`src/rtl/synth_pkg.sv`:
```
// Shared types and default constants for the synthesizer record/playback path.
package synth_pkg;

    typedef enum logic [1:0] {
        IDLE   = 2'd0,
        RECORD = 2'd1,
        PLAY   = 2'd2
    } lr_state_t;

    localparam int SAMPLE_W      = 16;
    localparam int ADDR_W        = 23;
    localparam int TICK_DIV_44K1 = 2268;

endpackage

```
`src/rtl/sample_tick.sv`:
```
// Free-running sample-rate strobe: counts 0..DIV-1, tick high while the count is DIV-1.
// Latency: tick is decoded from the registered count, DIV cycles between strobes.
// Backpressure: none; the strobe never stalls.
module sample_tick #(
    parameter int DIV = synth_pkg::TICK_DIV_44K1
) (
    input  logic clk,
    input  logic rst,
    output logic tick
);
    localparam int CW = (DIV > 1) ? $clog2(DIV) : 1;
    localparam logic [CW-1:0] LAST = CW'(DIV - 1);

    logic [CW-1:0] cnt_q, cnt_d;

    always_comb begin
        cnt_d = (cnt_q == LAST) ? '0 : cnt_q + 1'b1;
    end

    always_ff @(posedge clk) begin
        if (rst) cnt_q <= '0;
        else     cnt_q <= cnt_d;
    end

    assign tick = (cnt_q == LAST);

endmodule

```
`src/rtl/loop_recorder.sv`:
```
// Record/loop-playback sequencer: one RAM write (record) or read (play) per sample tick.
// Latency: mem_req rises the cycle after tick; sample_out updates the cycle after mem_ack.
// Backpressure: one request in flight; a tick arriving while it is outstanding is dropped and flags overrun.
module loop_recorder #(
    parameter int ADDR_W   = synth_pkg::ADDR_W,
    parameter int SAMPLE_W = synth_pkg::SAMPLE_W,
    parameter int DIV      = synth_pkg::TICK_DIV_44K1
) (
    input  logic                clk,
    input  logic                rst,
    input  logic                rec,
    input  logic                play,
    input  logic [SAMPLE_W-1:0] sig_in,
    output logic                mem_req,
    output logic                mem_we,
    output logic [ADDR_W-1:0]   mem_addr,
    output logic [SAMPLE_W-1:0] mem_wdata,
    input  logic                mem_ack,
    input  logic [SAMPLE_W-1:0] mem_rdata,
    output logic [SAMPLE_W-1:0] sample_out,
    output logic                sample_valid,
    output logic [ADDR_W-1:0]   loop_len,
    output logic                overrun
);
    import synth_pkg::*;

    localparam logic [ADDR_W-1:0] LEN_MAX = '1;

    lr_state_t           state_q, state_d;
    logic [ADDR_W-1:0]   wr_addr_q, wr_addr_d, rd_addr_q, rd_addr_d;
    logic [ADDR_W-1:0]   loop_len_q, loop_len_d, addr_q, addr_d;
    logic [SAMPLE_W-1:0] wdata_q, wdata_d, sample_q, sample_d;
    logic                req_q, req_d, we_q, we_d, valid_q, valid_d;
    logic                overrun_q, overrun_d, full_q, full_d;
    logic                tick, ack;
    logic [ADDR_W-1:0]   wr_next, rd_next;

    sample_tick #(.DIV(DIV)) u_tick (
        .clk  (clk),
        .rst  (rst),
        .tick (tick)
    );

    assign ack     = mem_ack && req_q;
    assign wr_next = wr_addr_q + 1'b1;
    assign rd_next = rd_addr_q + 1'b1;

    always_comb begin
        state_d    = state_q;
        wr_addr_d  = wr_addr_q;
        rd_addr_d  = rd_addr_q;
        loop_len_d = loop_len_q;
        addr_d     = addr_q;
        wdata_d    = wdata_q;
        sample_d   = sample_q;
        req_d      = req_q;
        we_d       = we_q;
        valid_d    = 1'b0;
        overrun_d  = overrun_q;
        // A full recording blocks re-entry until rec is released.
        full_d     = full_q && rec;

        if (ack) begin
            req_d = 1'b0;
            if (we_q) begin
                wr_addr_d  = wr_next;
                loop_len_d = wr_next;
                if (wr_next == LEN_MAX) begin
                    state_d = IDLE;
                    full_d  = 1'b1;
                end
            end else begin
                sample_d  = mem_rdata;
                valid_d   = 1'b1;
                rd_addr_d = (rd_next == loop_len_q) ? '0 : rd_next;
            end
        end

        if (tick) begin
            if (req_q) begin
                overrun_d = 1'b1;
            end else begin
                case (state_q)
                    IDLE: begin
                        if (rec) begin
                            if (!full_q) begin
                                state_d    = RECORD;
                                wr_addr_d  = '0;
                                loop_len_d = '0;
                                req_d      = 1'b1;
                                we_d       = 1'b1;
                                addr_d     = '0;
                                wdata_d    = sig_in;
                            end
                        end else if (play && (loop_len_q != '0)) begin
                            state_d   = PLAY;
                            rd_addr_d = '0;
                            req_d     = 1'b1;
                            we_d      = 1'b0;
                            addr_d    = '0;
                        end
                    end
                    RECORD: begin
                        if (!rec) begin
                            state_d = IDLE;
                        end else begin
                            req_d   = 1'b1;
                            we_d    = 1'b1;
                            addr_d  = wr_addr_q;
                            wdata_d = sig_in;
                        end
                    end
                    PLAY: begin
                        if (!play || rec) begin
                            state_d  = IDLE;
                            sample_d = '0;
                        end else begin
                            req_d  = 1'b1;
                            we_d   = 1'b0;
                            addr_d = rd_addr_q;
                        end
                    end
                    default: state_d = IDLE;
                endcase
            end
        end
    end

    always_ff @(posedge clk) begin
        if (rst) begin
            state_q    <= IDLE;
            wr_addr_q  <= '0;
            rd_addr_q  <= '0;
            loop_len_q <= '0;
            addr_q     <= '0;
            wdata_q    <= '0;
            sample_q   <= '0;
            req_q      <= 1'b0;
            we_q       <= 1'b0;
            valid_q    <= 1'b0;
            overrun_q  <= 1'b0;
            full_q     <= 1'b0;
        end else begin
            state_q    <= state_d;
            wr_addr_q  <= wr_addr_d;
            rd_addr_q  <= rd_addr_d;
            loop_len_q <= loop_len_d;
            addr_q     <= addr_d;
            wdata_q    <= wdata_d;
            sample_q   <= sample_d;
            req_q      <= req_d;
            we_q       <= we_d;
            valid_q    <= valid_d;
            overrun_q  <= overrun_d;
            full_q     <= full_d;
        end
    end

    assign mem_req      = req_q;
    assign mem_we       = we_q;
    assign mem_addr     = addr_q;
    assign mem_wdata    = wdata_q;
    assign sample_out   = sample_q;
    assign sample_valid = valid_q;
    assign loop_len     = loop_len_q;
    assign overrun      = overrun_q;

endmodule

```
`config.mk`:
```
export PLATFORM = sky130hd
export DESIGN_NAME = loop_recorder
export DESIGN_NICKNAME = d
export VERILOG_FILES = /design/src/rtl/synth_pkg.sv /design/src/rtl/sample_tick.sv /design/src/rtl/loop_recorder.sv
export SDC_FILE = /design/constraint.sdc
export NUM_CORES = 1
export LEC_CHECK = 0
export CAP_MARGIN = 40
export CORE_MARGIN = 2
export CORE_UTILIZATION = 45
export DETAILED_ROUTE_END_ITERATION = 10
export PLACE_DENSITY = 0.69
export SKIP_LAST_GASP = 1
export SLEW_MARGIN = 20
export SYNTH_ARGS = -nofsm -noshare
export SYNTH_HDL_FRONTEND = slang
export SYNTH_SLANG_ARGS = --single-unit
```
`constraint.sdc`:
```
create_clock -name clk -period 3.4 [get_ports clk]
set_input_delay 0.34 -clock clk [delete_from_list [all_inputs] [get_ports clk]]
set_output_delay 0.34 -clock clk [all_outputs]
set_load 0.02 [all_outputs]
```
==> results.ini, run 1 <==
[status]
status=complete, no violations

[yosys]
synth_area_um2=7450
synth_most_common_cell=dfxtp_1
avgSynthCellArea_um2=8.08
synthArstFlopShare=0
synth_nets=966
yosys-top-cells-area=dfxtp_1 (38%), nand2_1 (6.0%), nor2_1 (5.9%)
synth_top_area_share=0.384
yosysSeqAreaShare=0.384
synthFlopType=dfxtp_1
yosys-top-cells-count=dfxtp_1 (143), nand2_1 (120), nor2_1 (117), a21oi_1 (52), a211oi_1 (48)
ys_types=69
synth_top_area_cell=dfxtp_1
yosysWarnings=0
syn_inst=921
synth_seq_cells=143
synth_edf_count=0

[worst_setup_path]
path_cells=ha_1 -> nand4_2 -> or4_4 -> xnor2_1 -> nor4_1 -> nand4_1 -> nor4_4 -> buf_4 -> nor3_1
crit_arrival_ps=3430
path_class=flop to flop
crit_required_ps=3680
end_kind=flop
critPathMaxFanout=20
crit_path_start_kind=flop
slowest_stage=or4_4
critPathMaxStageDelay_ps=610

[sta]
worst_pin_slew_ps=727
slew_headroom=0.513
fin_tns_setup_ps=0
rsz0062_at_grt=no
fin_crit_sh=0.927
setup_violations=0
whs_ps=410
hold_viol=0
max_freq_mhz=317
final.setup_skew_ps=13.1
post-route-min-period_ps=3150
drv_slew=0
timing.final.ws_setup_ps=247

[power_and_ir_drop]
power.switching_uw=799
vdd_ir_drop_max_uv=339
power.share.switching=0.204
powerDensity_nw_per_um2=414
pwr-share-clk=0.539
power.share.sequential=0.431
p_int_uw=3110
leakagePower_uw=0.00310
combPwrFrac=0.030

[floorplanning]
num_rows=47
core_area_um2=16300
boundaryPins=119
die_height_um=133
dieArea_um2=17600
start_util=0.455
die_w_um=133

[clocking]
cts_resized=0
cts.sinks=143
path_clk_slew_ps=60
cts-root-buf=clkbuf_16
post_cts_buffers=0
cts_max_level=4
numCtsBuffers=17
clk_latency_ps=420
cts_hold_buffers=0
cts_tree=yes
clock_tree.buffer_depth=2

[global_route]
grt_max_degree=49
track_usage=0.245
grt_pass1_wl_um=34300
grt_pass1_vias=6410
grt_overflow_total=0
antenna_found_initial=0

[layout]
fill_cells=1548
nets=1057
drive_gt1_frac=0.0762
area_delta_synth_final_pct=26.7
final_cell_count_no_fill=1243
diodes=0
final_cell_area_um2=9430

[drt]
detail-route-antenna-nets=0
drt-initial-drc-count=458
viasPerCell=5.52
first_pass_iters=5
wl_per_cell_um=17.0
wirelength_um=21100
vias=6867
drc=0

[min_path]
worst_hold_path_type=input port to flop

[placement]
dp_hpwl_um=15300
placed_area_um2=8770
io_buffer_count=118
place_inst=1213
place_congestion=0.938
place_ws_ps=286

[flow_run]
cap_violations=0

==> state kept, by name (all words and copies together) (netlist names) <==
register and cells:
mem_we 1, u_tick.cnt_q 12, state_q 2, full_q 1, mem_req 1, loop_len 23, sample_out 16, mem_wdata 16
wr_addr_q 23, mem_addr 23, sample_valid 1, overrun 1, rd_addr_q 23
==> kinds of logic after synthesis <==
logic type | after synthesis | share of synthesized area
buffers and inverters | 87 | 0.0588
XOR/XNOR | 94 | 0.111
adder cells (fa/ha/maj) | 8 | 0.0134
multiplexers | 1 | 0.00134
AND/OR/NAND/NOR | 409 | 0.271
flip-flops | 143 | 0.384
AO/OA/AOI/OAI | 179 | 0.160
==> metrics by stage <==
stage / power (uW) / utilization
global placement: 1840 / 0.536
global route: 4010 / 0.577
detailed placement: 1840 / 0.537
floorplan: 1770 / -
CTS: 3940 / 0.577
finish: 3910 / 0.577
==> routing by layer <==
metal  up-vias  track usage  wire (um)  part of all wire
met4         0       0.0884        444             0.021
met2       192        0.381       9780              0.46
li1       3401            -          -                 -
met5         -            0          0                 0
met1      3246        0.334       9740              0.46
met3        28       0.0529       1180             0.056
==> cells in the final DEF, fill, tap and decap left out, types with 4 or more instances in the layout <==
cell and count:
nor3b_1 5, and4b_1 4, a211oi_1 48, and2_1 5, o21a_1 6, inv_1 16, xnor2_1 47, buf_4 23
and3_1 8, nor2b_1 4, a31oi_1 4, nor4_1 12, nand2b_1 5, a21oi_1 52, nor3_1 35, a22oi_1 23
dfxtp_1 143, ha_1 8, nand2_1 120, nand3_1 31, or3_1 9, bufinv_16 6, clkbuf_16 17, xor2_1 47
nor2_1 117, clkdlybuf4s50_1 117, nand4_1 20, o21ai_0 17, and4_1 5
==> final timing paths <==
kind	cells past startpoint	start	end	slack, ps
worst min register to register	2	mem_wdata[8]	mem_wdata[8]	450
worst max register to register	9	rd_addr_q[1]	rd_addr_q[3]	250
worst max-delay path	9	rd_addr_q[1]	rd_addr_q[3]	250
worst min-delay path	3	rst	u_tick.cnt_q[1]	410
==> power groups by stage <==
stage | Combinational (uW) | Sequential, uW | Clock [uW]
floorplan | 51.5 | 1720 | 0
global placement | 115 | 1720 | 0
detailed placement | 116 | 1720 | 0
CTS | 117 | 1680 | 2140
global route | 126 | 1680 | 2200
finish | 116 | 1680 | 2110
==> final cells by class <==
class                           instances  area, um^2  area share
Inverter                               16        60.1     0.00637
Timing Repair Buffer                  143        1380       0.147
Clock inverter                         13         236      0.0251
Sequential cell                       143        2860       0.303
Tap cell                              220         275      0.0292
Multi-Input combinational cell        691        4190       0.444
Clock buffer                           17         425      0.0451
==> worst max-delay path: cells and delay by family, from the launching register on <==
kind	cells	cell delay, ps
simple gates	6	1690
flops	1	460
fa+ha+maj	1	400
buf+inv	1	290
xor+xnor	1	150
Note: power is estimated with default switching activity, not from simulation.
==> inputs of run 2 (changes only) <==
--- a/config.mk
+++ b/config.mk
@@ -8,6 +8,9 @@
 export CAP_MARGIN = 40
+export CELL_PAD_IN_SITES_DETAIL_PLACEMENT = 0
+export CELL_PAD_IN_SITES_GLOBAL_PLACEMENT = 2
 export CORE_MARGIN = 2
-export CORE_UTILIZATION = 45
+export CORE_UTILIZATION = 32
 export DETAILED_ROUTE_END_ITERATION = 10
-export PLACE_DENSITY = 0.69
+export PLACE_DENSITY_LB_ADDON = 0.1
+export SKIP_CTS_REPAIR_TIMING = 1
 export SKIP_LAST_GASP = 1
--- a/constraint.sdc
+++ b/constraint.sdc
@@ -3,2 +3,2 @@
 set_output_delay 0.34 -clock clk [all_outputs]
-set_load 0.02 [all_outputs]
+set_load 0.005 [all_outputs]
==> results.ini, run 2 (synthesized netlist as in run 1, its figures left out) <==
[status]
status=complete, no violations  ; unchanged

[sta]
worst_pin_slew_ps=601  ; was 727 ps
fin_tns_setup_ps=0  ; unchanged
fin_crit_sh=0.901  ; was 0.927
final.setup_skew_ps=9.89  ; was 13.1 ps
hold_viol=0  ; unchanged
max_freq_mhz=326  ; was 317 MHz
drv_slew=0  ; unchanged
setup_violations=0  ; unchanged
slew_headroom=0.599  ; was 0.513
post-route-min-period_ps=3060  ; was 3150 ps
rsz0062_at_grt=no  ; unchanged

[layout]
diodes=0  ; unchanged
final_util=0.420  ; was 0.577
final_cell_count_no_fill=1315  ; was 1243
drive_gt1_frac=0.0835  ; was 0.0762
final_cell_area_um2=9530  ; was 9430 um^2
final_common_cell=dfxtp_1  ; unchanged
nets=1063  ; was 1057
area_delta_synth_final_pct=28.0  ; was 26.7%
final_cell_mix=dfxtp_1 (143), nand2_1 (120), nor2_1 (117), clkdlybuf4s50_1 (117), a21oi_1 (52)  ; unchanged

[drt]
wirelength_um=24400  ; was 21100 um
drc=0  ; unchanged
wl_per_cell_um=18.6  ; was 17.0 um
viasPerCell=5.25  ; was 5.52
drt-initial-drc-count=522  ; was 458
first_pass_iters=5  ; unchanged
detail-route-antenna-nets=0  ; unchanged
vias=6904  ; was 6867

[global_route]
grt_pass1_vias=6752  ; was 6410
track_usage=0.204  ; was 0.245
grt_pass1_wl_um=38700  ; was 34300 um
antenna_found_initial=0  ; unchanged
grt_overflow_total=0  ; unchanged
grt_max_degree=46  ; was 49

[floorplanning]
boundaryPins=119  ; unchanged
dieArea_um2=24500  ; was 17600 um^2
core_area_um2=22700  ; was 16300 um^2
die_w_um=157  ; was 133 um
start_util=0.328  ; was 0.455
die_height_um=157  ; was 133 um
num_rows=55  ; was 47

[worst_setup_path]
path_buf_inv=1  ; unchanged
critPathMaxFanout=20  ; unchanged
path_class=flop to flop  ; unchanged
crit_required_ps=3690  ; was 3680 ps
crit_arrival_ps=3360  ; was 3430 ps
critPathMaxStageDelay_ps=600  ; was 610 ps
path_cells=ha_4 -> nand4_2 -> or4_4 -> xnor2_1 -> nor4_1 -> nand4_1 -> nor4_4 -> buf_4 -> nor3_1  ; was ha_1 -> nand4_2 -> or4_4 -> xnor2_1 -> nor4_1 -> nand4_1 -> nor4_4 -> buf_4 -> nor3_1
cpLargestDelayFamily=simple AND/OR/NAND/NOR gates  ; unchanged
slowest_stage=or4_4  ; unchanged
end_kind=flop  ; unchanged
crit_path_start_kind=flop  ; unchanged

[placement]
io_buffer_count=118  ; unchanged
dp_hpwl_um=18100  ; was 15300 um
placed_area_um2=8890  ; was 8770 um^2
place_congestion=0.856  ; was 0.938
place_inst=1284  ; was 1213

[clocking]
cts_max_level=4  ; unchanged
cts.sinks=143  ; unchanged
numCtsBuffers=17  ; unchanged
clock_tree.buffer_depth=2  ; unchanged
clk_latency_ps=420  ; about the same
cts_tree=yes  ; unchanged
path_clk_slew_ps=60  ; about the same
cts-root-buf=clkbuf_16  ; unchanged

[power_and_ir_drop]
vdd_ir_drop_max_uv=231  ; was 339 uV
leakagePower_uw=0.00312  ; was 0.00310 uW
powerDensity_nw_per_um2=403  ; was 414 nW/um^2
fin_total_pwr_uw=3840  ; was 3910 uW

[flow_run]
cap_violations=0  ; unchanged

[min_path]
worst_hold_path_type=input port to flop  ; unchanged

==> run 2: changes by cell type in the layout (fill, tap and decap cells not counted), sizes merged <==
cell      previous run  this run
inv                 18        20
buf                 26        32
clkinvlp             1         0
bufinv               6         4
clkbuf              17        19
==> run 2: per-stage QoR <==
stage	hold slack, ps	worst slack [ps]
5_1_grt	412	51.7
2_1_floorplan	426	708
6_report	398	336
3_3_place_gp	439	283
3_5_place_dp	444	202
4_1_cts	389	193
==> run 2: path summary, 6_finish.rpt <==
kind / endpoint / from / depth (start not counted) / slack [ps]
worst min-delay path: u_tick.cnt_q[1] / rst / 3 / 400
worst max-delay path: rd_addr_q[7] / rd_addr_q[1] / 9 / 340
worst min register to register: mem_wdata[0] / mem_wdata[0] / 2 / 450
worst max register to register: rd_addr_q[7] / rd_addr_q[1] / 9 / 340
==> run 2: final cells by class <==
type / count / area (um^2)
multi-input combinational: 691 / 4210
clock inverter: 12 / 181
inverter: 16 / 60.1
fill: 2350 / 13200
sequential: 143 / 2860
timing repair buffer: 149 / 1410
tap: 285 / 357
clock buffer: 19 / 453
==> run 2: per-layer routing <==
layer,part of all wire,track usage,vias to the layer above
li1,-,-,3440
met1,0.50,0.299,3266
met2,0.43,0.301,163
met3,0.045,0.0379,35
met4,0.021,0.0633,0
met5,0,0,-
==> run 2: power by group <==
| part | switching [uW] | total [uW] | internal (uW) |
|---|---|---|---|
| Clock | 762 | 2040 | 1270 |
| Combinational | 62.9 | 119 | 56.3 |
| Sequential | 4.31 | 1680 | 1680 |
==> run 2: worst reg2reg max path, cell delays in order (launching register included) <==
cell and delay, ps:
dfxtp_1 550, ha_4 260, nand4_2 190, or4_4 610, xnor2_1 150, nor4_1 280, nand4_1 200, nor4_4 300
buf_4 310, nor3_1 90
